File: src/rtl/timer_panel.sv
// Button front panel for a countdown timer: debounced buttons,
// auto-repeat, run/abort control and a beeping alarm.
module timer_panel #(
   parameter int DEBOUNCE     = 4,
   parameter int REPEAT_DELAY = 8,
   parameter int REPEAT_RATE  = 4,
   parameter int BEEP_LEN     = 6,
   parameter int BEEP_COUNT   = 3
) (
   input  logic       clk,
   input  logic       reset_n,
   input  logic       btn_plus,
   input  logic       btn_minus,
   input  logic       btn_start,
   input  logic       timer_finish,
   output logic       tmr_plus,
   output logic       tmr_minus,
   output logic       tmr_start,
   output logic       tmr_reset,
   output logic       buzzer,
   output logic [1:0] state
);

   localparam logic [1:0] S_IDLE  = 2'd0;
   localparam logic [1:0] S_RUN   = 2'd1;
   localparam logic [1:0] S_ALARM = 2'd2;

   localparam int DW   = $clog2(DEBOUNCE + 1);
   localparam int RMAX = (REPEAT_DELAY > REPEAT_RATE) ?
                         REPEAT_DELAY : REPEAT_RATE;
   localparam int RW   = $clog2(RMAX + 1);
   localparam int BW   = $clog2(BEEP_LEN + 1);

   logic [2:0]    raw;
   logic [2:0]    sync1;
   logic [2:0]    sync2;
   logic [2:0]    db;
   logic [2:0]    db_q;
   logic [2:0]    lk;
   logic [DW-1:0] dcnt [3];

   logic [2:0]    en;
   logic [2:0]    rise;
   logic          hp;
   logic          hm;
   logic          hp_q;
   logic          hm_q;
   logic          fresh_p;
   logic          fresh_m;
   logic          srise;

   logic [RW-1:0] rcnt;
   logic [RW-1:0] rtgt;
   logic          rep;
   logic          rtick;

   logic [BW-1:0] pcnt;
   logic [3:0]    bleft;

   assign raw = {btn_start, btn_minus, btn_plus};

   always_ff @(posedge clk) begin
      if (!reset_n) begin
         sync1 <= '0;
         sync2 <= '0;
         db    <= '0;
         for (int i = 0; i < 3; i++) dcnt[i] <= '0;
      end else begin
         sync1 <= raw;
         sync2 <= sync1;
         for (int i = 0; i < 3; i++) begin
            if (sync2[i] != db[i]) begin
               if (dcnt[i] == DW'(DEBOUNCE - 1)) begin
                  db[i]   <= sync2[i];
                  dcnt[i] <= '0;
               end else begin
                  dcnt[i] <= dcnt[i] + 1'b1;
               end
            end else begin
               dcnt[i] <= '0;
            end
         end
      end
   end

   // lk masks buttons still held from an alarm until released
   assign en      = db & ~lk;
   assign rise    = db & ~db_q;
   assign hp      = en[0] & ~en[1];
   assign hm      = en[1] & ~en[0];
   assign fresh_p = hp & ~hp_q;
   assign fresh_m = hm & ~hm_q;
   assign srise   = rise[2] & ~lk[2];

   assign rtgt  = rep ? RW'(REPEAT_RATE) : RW'(REPEAT_DELAY);
   assign rtick = (hp | hm) && (rcnt != '0) && (rcnt == rtgt);

   always_ff @(posedge clk) begin
      if (!reset_n) begin
         state     <= S_IDLE;
         tmr_plus  <= 1'b0;
         tmr_minus <= 1'b0;
         tmr_start <= 1'b0;
         tmr_reset <= 1'b0;
         buzzer    <= 1'b0;
         db_q      <= '0;
         lk        <= '0;
         hp_q      <= 1'b0;
         hm_q      <= 1'b0;
         rcnt      <= '0;
         rep       <= 1'b0;
         pcnt      <= '0;
         bleft     <= '0;
      end else begin
         tmr_plus  <= 1'b0;
         tmr_minus <= 1'b0;
         tmr_start <= 1'b0;
         tmr_reset <= 1'b0;
         buzzer    <= 1'b0;
         db_q      <= db;
         hp_q      <= hp;
         hm_q      <= hm;
         lk        <= (state == S_ALARM) ? db : (lk & db);

         if (state != S_IDLE || !(hp | hm)) begin
            rcnt <= '0;
            rep  <= 1'b0;
         end else if (fresh_p | fresh_m) begin
            rcnt <= RW'(1);
            rep  <= 1'b0;
         end else if (rtick) begin
            rcnt <= RW'(1);
            rep  <= 1'b1;
         end else if (rcnt != '0) begin
            rcnt <= rcnt + 1'b1;
         end

         unique case (1'b1)
            (state == S_IDLE): begin
               if (srise) begin
                  tmr_start <= 1'b1;
                  state     <= S_RUN;
               end else if (fresh_p | (rtick & hp)) begin
                  tmr_plus <= 1'b1;
               end else if (fresh_m | (rtick & hm)) begin
                  tmr_minus <= 1'b1;
               end
            end
            (state == S_RUN): begin
               if (timer_finish) begin
                  state  <= S_ALARM;
                  buzzer <= 1'b1;
                  pcnt   <= '0;
                  bleft  <= 4'(BEEP_COUNT);
               end else if (srise) begin
                  tmr_reset <= 1'b1;
                  state     <= S_IDLE;
               end
            end
            (state == S_ALARM): begin
               if (|rise) begin
                  tmr_reset <= 1'b1;
                  state     <= S_IDLE;
               end else if (pcnt != BW'(BEEP_LEN - 1)) begin
                  pcnt   <= pcnt + 1'b1;
                  buzzer <= buzzer;
               end else begin
                  pcnt <= '0;
                  if (!buzzer && bleft == 4'd1) begin
                     tmr_reset <= 1'b1;
                     state     <= S_IDLE;
                  end else begin
                     buzzer <= ~buzzer;
                     if (!buzzer) bleft <= bleft - 1'b1;
                  end
               end
            end
            default: state <= S_IDLE;
         endcase
      end
   end

endmodule

File: config.mk
export PLATFORM = sky130hd
export DESIGN_NAME = timer_panel
export DESIGN_NICKNAME = d
export VERILOG_FILES = /design/src/rtl/timer_panel.sv
export SDC_FILE = /design/constraint.sdc
export NUM_CORES = 1
export LEC_CHECK = 0
export CAP_MARGIN = 25
export CELL_PAD_IN_SITES_DETAIL_PLACEMENT = 1
export CELL_PAD_IN_SITES_GLOBAL_PLACEMENT = 1
export CORE_MARGIN = 2
export CORE_UTILIZATION = 41
export DETAILED_ROUTE_END_ITERATION = 6
export PLACE_DENSITY = 0.77
export SLEW_MARGIN = 40
export SYNTH_ARGS = -nofsm -noshare
export SYNTH_HDL_FRONTEND = slang
export SYNTH_SLANG_ARGS = --single-unit
export TNS_END_PERCENT = 1
File: constraint.sdc
create_clock -name clk -period 1.66 [get_ports clk]
set_clock_uncertainty 0.2 [all_clocks]
set_input_delay 0.415 -clock clk [delete_from_list [all_inputs] [get_ports clk]]
set_output_delay 0.415 -clock clk [all_outputs]
set_load 0.05 [all_outputs]
# After elaboration in Yosys (flattened, before gate mapping)
# Memories as Yosys holds them, arrays and structs flattened.
# Index checks and enable logic that the tools add are counted.
dict set report totals {
  regBits 36
  ramBits 9
  inputBits 6
  output_inout_bits 7
  elab_cells 182
  mem_count 1
}
dict set report classes {
  addsub 6
  n_eq_ne 20
  n_mux 78
  n_bitwise 33
  n_reduce_logical 24
}
# name depth word_bits read_ports rd_ports_with_merged_regs write_ports line_no
set memory_table {}
lappend memory_table {dcnt 3 3 3 0 3 40} ;# logic [DW-1:0] dcnt [3];
# cell n
set op_table {}
lappend op_table {{1-bit two-way mux} 48}
lappend op_table {{3-bit two-way mux} 13}
lappend op_table {{4-bit two-way mux} 6}
lappend op_table {{1-bit OR} 13}
lappend op_table {{3-bit by 1-bit adder with 3-bit output (second input constant)} 4}
lappend op_table {{2-bit two-way mux} 6}
lappend op_table {{2-bit != test (second input constant)} 6}
lappend op_table {{3-bit by 2-bit equality test with 1-bit output (second input constant)} 3}
lappend op_table {{3-bit != test (second input constant)} 3}
lappend op_table {{3-bit OR reduction} 3}
lappend op_table {{1-bit NOT} 8}
lappend op_table {{4-bit case mux with 2 select lines} 1}
lappend op_table {{2-bit AND reduction} 4}
lappend op_table {{4-bit OR reduction} 2}
lappend op_table {{1-bit bitwise AND} 7}
lappend op_table {{3-bit bitwise AND} 2}
lappend op_table {{2-bit case mux with 3 select lines} 1}
lappend op_table {{3-bit case mux with 2 select lines} 1}
lappend op_table {{6-bit AND reduction} 1}
lappend op_table {{4-bit by 1-bit adder with 4-bit output (second input constant)} 1}
lappend op_table {{4-bit by 1-bit equality test with 1-bit output (second input constant)} 1}
lappend op_table {{4-bit equality test} 1}
lappend op_table {{1-bit case mux with 2 select lines} 2}
lappend op_table {{4-bit AND reduction} 1}
lappend op_table {{17 further kinds} 23}

# Longest topological paths before layout
dict set report logic_depth {
  ltp_word 10
  ltp_mapped 7
  depth_no_buf 6
}

# Worst setup path before layout
# OpenSTA, ideal clock, no wires.
dict set report synth_timing {
  path_kind {reg2reg}
  from {register state[0]}
  to {register bleft[0]}
  setup_ps 135
  t_arrival_ps 1908
  t_required_ps 1325
  setup_slack_ps -583
  path_stages_with_launch 7
  n_path_buf 0
  synth_period_minus_slack_ps 2243
  cell_sequence {dfxtp_1 -> inv_1 -> ha_1 -> a21bo_2 -> nand2b_1 -> o311ai_0 -> o41ai_1}
}
dict set report synth_via {
  elab_chain_cells 3
  elab_cells_between_ends 10
  classes_between {7 x eq/ne; 1 x mux; 2 x reduce/logical}
}
# element line_no
set synth_lines {}
lappend synth_lines {{start, declared} 21} ;# output logic [1:0] state
lappend synth_lines {{start signal, assigned} 100} ;# state <= S_IDLE;
lappend synth_lines {{start signal, assigned} 142} ;# state <= S_RUN;
lappend synth_lines {{start signal, assigned} 151} ;# state <= S_ALARM;
lappend synth_lines {{2-bit equality test or 2-bit by 1-bit equality test with 1-bit output (tied branches)} {160, 149}}
lappend synth_lines {{2-bit != test (no line) or 2-bit nonzero test (tied branches)} -}
lappend synth_lines {{6-bit AND reduction (no line)} -}
lappend synth_lines {{end signal, assigned} 154} ;# bleft <= 4'(BEEP_COUNT);
lappend synth_lines {{end signal, assigned} 174} ;# if (!buzzer) bleft <= bleft - 1'b1;
lappend synth_lines {{end, declared} 58} ;# logic [3:0] bleft;
# Parallel ways exist; a longest one is shown, timed or not.
# A chain may end at the register's enable or synchronous reset.

# Final worst setup path
dict set report layout_timing {
  from {input timer_finish}
  to {register pcnt[2]}
}
dict set report layout_via {
  elab_chain_cells 2
}
# element line_no
set layout_lines {}
lappend layout_lines {{start, declared} 15} ;# input logic timer_finish,
lappend layout_lines {{2-bit != test (no line)} -}
lappend layout_lines {{3-bit AND reduction (no line)} -}
lappend layout_lines {{end signal, assigned} 165} ;# pcnt <= pcnt + 1'b1;
lappend layout_lines {{end, declared} 57} ;# logic [BW-1:0] pcnt;
# No other way between the ends.

==> out/summary.txt <==
I/O Pins = 13
Tot Pwr = 2.78 mW
Die Y-Extent = 75.4 microns
Synth area leaders = dfxtp_1, edfxtp_1, ha_1, nor2_1, inv_1
R2R Path End = pcnt[2]
Post-synth top area share = 34.5%
Cells after Synth = 217
Drt first pass iters = 4
Number of diodes = 0
DR vias = 1751
Worst r2r path cells = 5
Ys flop type = dfxtp_1
Crit path required time = 1.65 ns
Failing checks = negative setup slack
Fin crit share = 112%
Remaining DRCs = 0
Yosys warning count = 0
Crit path max fanout = 3
Slowest CP cell = clkdlybuf4s50_1
Seq/Total Area, Yosys = 47.4%
Final instance area = 0.00296 sq mm
Crit path arrival time = 1.85 ns
Mean post-synth cell area = 9.63 sq um
Number of global-route vias before repair = 1916
DIE WIDTH = 75.4 microns
CTS Hold Bufs = 0
Crit. End Element = flop
Crit path max-delay family = buffers and inverters
GRT overflow = 0
Cell Area, Synth = 0.00209 sq mm
Crit-path cells = clkdlybuf4s50_1 > nand2b_1 > buf_4 > o21ai_0 > o21ai_0 > a21oi_2
Buffers added on ports = 12
H-Tree Level Count = 2
Max cap viols = 0
Num rows = 25
Critical path startpoint = timer_finish
WL/cell = 15.6 microns
HPWL after DPL = 3760 microns
Worst path depth = 6
Reg2Reg Setup Slack = -0.20 ns
Largest net degree at the start of global routing = 16
Number of enable flip-flop cells after synthesis = 9
WS Path Type = primary input to flop
WP buf/inv = 2
Power Dens Cells = 940 mW/mm^2
Hold Fails Final Rpt = 0
Post-DRT Antenna Nets = 0
Worst path most repeated cell = o21ai_0
Final min period = 1.86 ns
#FFs+latches synth = 45
DR vias/cell = 5.03
CP endpoint = pcnt[2]
Die ar. = 0.00569 sq mm
Initial Util = 43.4%
Place WS = -0.380 ns
Post-synth top area cell = dfxtp_1
Clk_lat worst skew = 0.30 ns
Finished Layout Cells = 348
P_leak = 1.20 nW
Root buffer cell = clkbuf_8
Post-synthesis cell type count = 49
GRT Total Usage = 21.4%
Peak supply drop = 0.948 mV
Critical Path Max Stage Delay = 0.53 ns
Antenna violations before repair = 0
Clock buffer depth = 2
Worst setup SP type = primary input
Min-Delay Path Class = flop to flop
Placed cell count = 339
Max-slew violations = 0
CTS Buf Count = 5
Iteration-0 DRC Markers = 73
CTS tree = done
Area growth from synthesis to layout = 41.4%
Layout cells sized above 1 = 34.5%
First-pass GRT wire length = 8990 microns
CTS clock-pin slew for the worst setup and hold paths = 0.09 ns
Clk sink count = 45
Setup ws final = -0.200 ns
Routability cong. = 0.784
Reg2Reg Launch Point = state[1]
Layout Nets = 301
DRT Wirelength = 5430 microns
Outcome = complete, but fails checks
Placed instance area = 0.00272 sq mm
Async set-reset flop share out of synthesis = 0%
Core area = 0.00482 sq mm
Fmax = 538 MHz
Final setup vio count = 17
RSZ-0062 raised after global routing = yes
[through the flow]
stage               TNS (ns)  util (%)  hold WS, ns
floorplan              -1.25         -        0.212
global placement       -6.32      56.4        0.216
detailed placement     -6.95      56.4        0.235
CTS                    -1.79      60.5        0.259
global route           -3.35      61.4        0.275
finish                 -1.66      61.4        0.251
[cell type report]
| type | count | area [sq um] |
|---|---|---|
| clock buffers | 5 | 68.8 |
| fillers | 555 | 1860 |
| flip-flops and latches | 45 | 1000 |
| clock inverters | 3 | 22.5 |
| inverters | 20 | 77.6 |
| well taps | 67 | 83.8 |
| repair buffers | 53 | 518 |
| multi-input cells | 155 | 1180 |
[Yosys cell counts, types with 2 or more instances]
library cell and count:
nor2b_1 2, mux2i_1 7, clkbuf_1 4, edfxtp_1 9, o21ai_0 8, nand3b_1 3, dfxtp_1 36, inv_1 20
or4_1 2, or3_1 3, nor4_1 2, a21oi_1 7, and2_1 11, nand3_1 4, xnor2_1 3, a31oi_1 2
nand2b_1 10, o21a_1 4, nand2_1 13, o41ai_1 2, ha_1 15, nor2_1 21, nand4_1 2, nor3_1 2
[worst min path at each step]
stage                     cells after the start  slack, ns  endpoint      from
final                                         1       0.25  sync2[0]  sync1[0]
after global routing                          1       0.28  sync2[2]  sync1[2]
after CTS                                     1       0.26  sync2[0]  sync1[0]
after detailed placement                      1       0.24  sync2[0]  sync1[0]
after global placement                        1       0.22  sync2[0]  sync1[0]
after floorplan                               1       0.21  sync2[0]  sync1[0]
[kinds of logic (layout without fill, tap and decap cells)]
family	count (synthesis)	count (layout)	share of synthesized area (%)
DFF	45	45	47.4
adders and majority gates	15	15	8.98
AOI/OAI and AO/OA	38	38	12.5
buffers and inverters	25	81	4.55
and+or+nand+nor	82	82	21.4
muxes	7	7	3.35
xor gates and xnor gates	4	4	1.68
other	1	9	0.179
[metal layers]
| layer | track usage (%) | part of all wire (%) | vias to the layer above |
|---|---|---|---|
| li1 | - | - | 864 |
| met1 | 24.7 | 42 | 855 |
| met2 | 39.6 | 54 | 24 |
| met3 | 4.10 | 2.2 | 8 |
| met4 | 6.63 | 1.8 | 0 |
| met5 | 0 | 0 | - |
[power breakdown]
part / internal (mW) / switching, mW
combinational: 0.421 / 0.429
clock: 0.299 / 0.398
sequential: 1.18 / 0.0494
total: 1.90 / 0.877
[registers in the layout, indices dropped and copies added, names as in the netlist, 2 cells and up]
signal and cells:
dcnt 9, rcnt 4, db 3, sync1 3
sync2 3, state 2, lk 3, pcnt 3
bleft 4, db_q 3
[cells in the final DEF, fill, tap and decap left out, types with 7 or more instances in the layout]
| cell type | n |
|---|---|
| and2_1 | 11 |
| edfxtp_1 | 9 |
| nor2_1 | 17 |
| conb_1 | 9 |
| buf_4 | 38 |
| nand2b_1 | 8 |
| dfxtp_1 | 32 |
| inv_1 | 17 |
| mux2i_1 | 7 |
| o21ai_0 | 7 |
| ha_1 | 8 |
| buf_12 | 8 |
| nand2_1 | 13 |
[what timing repair did]
item / 4_1_cts / 5_1_grt
buffers inserted: 2 / 0
pin swaps: 5 / 8
gates resized for setup: 25 / 11
endpoints found under the setup margin: 27 / 28
hold endpoints to repair: 0 / 0
(Power assumes the default switching activity.)
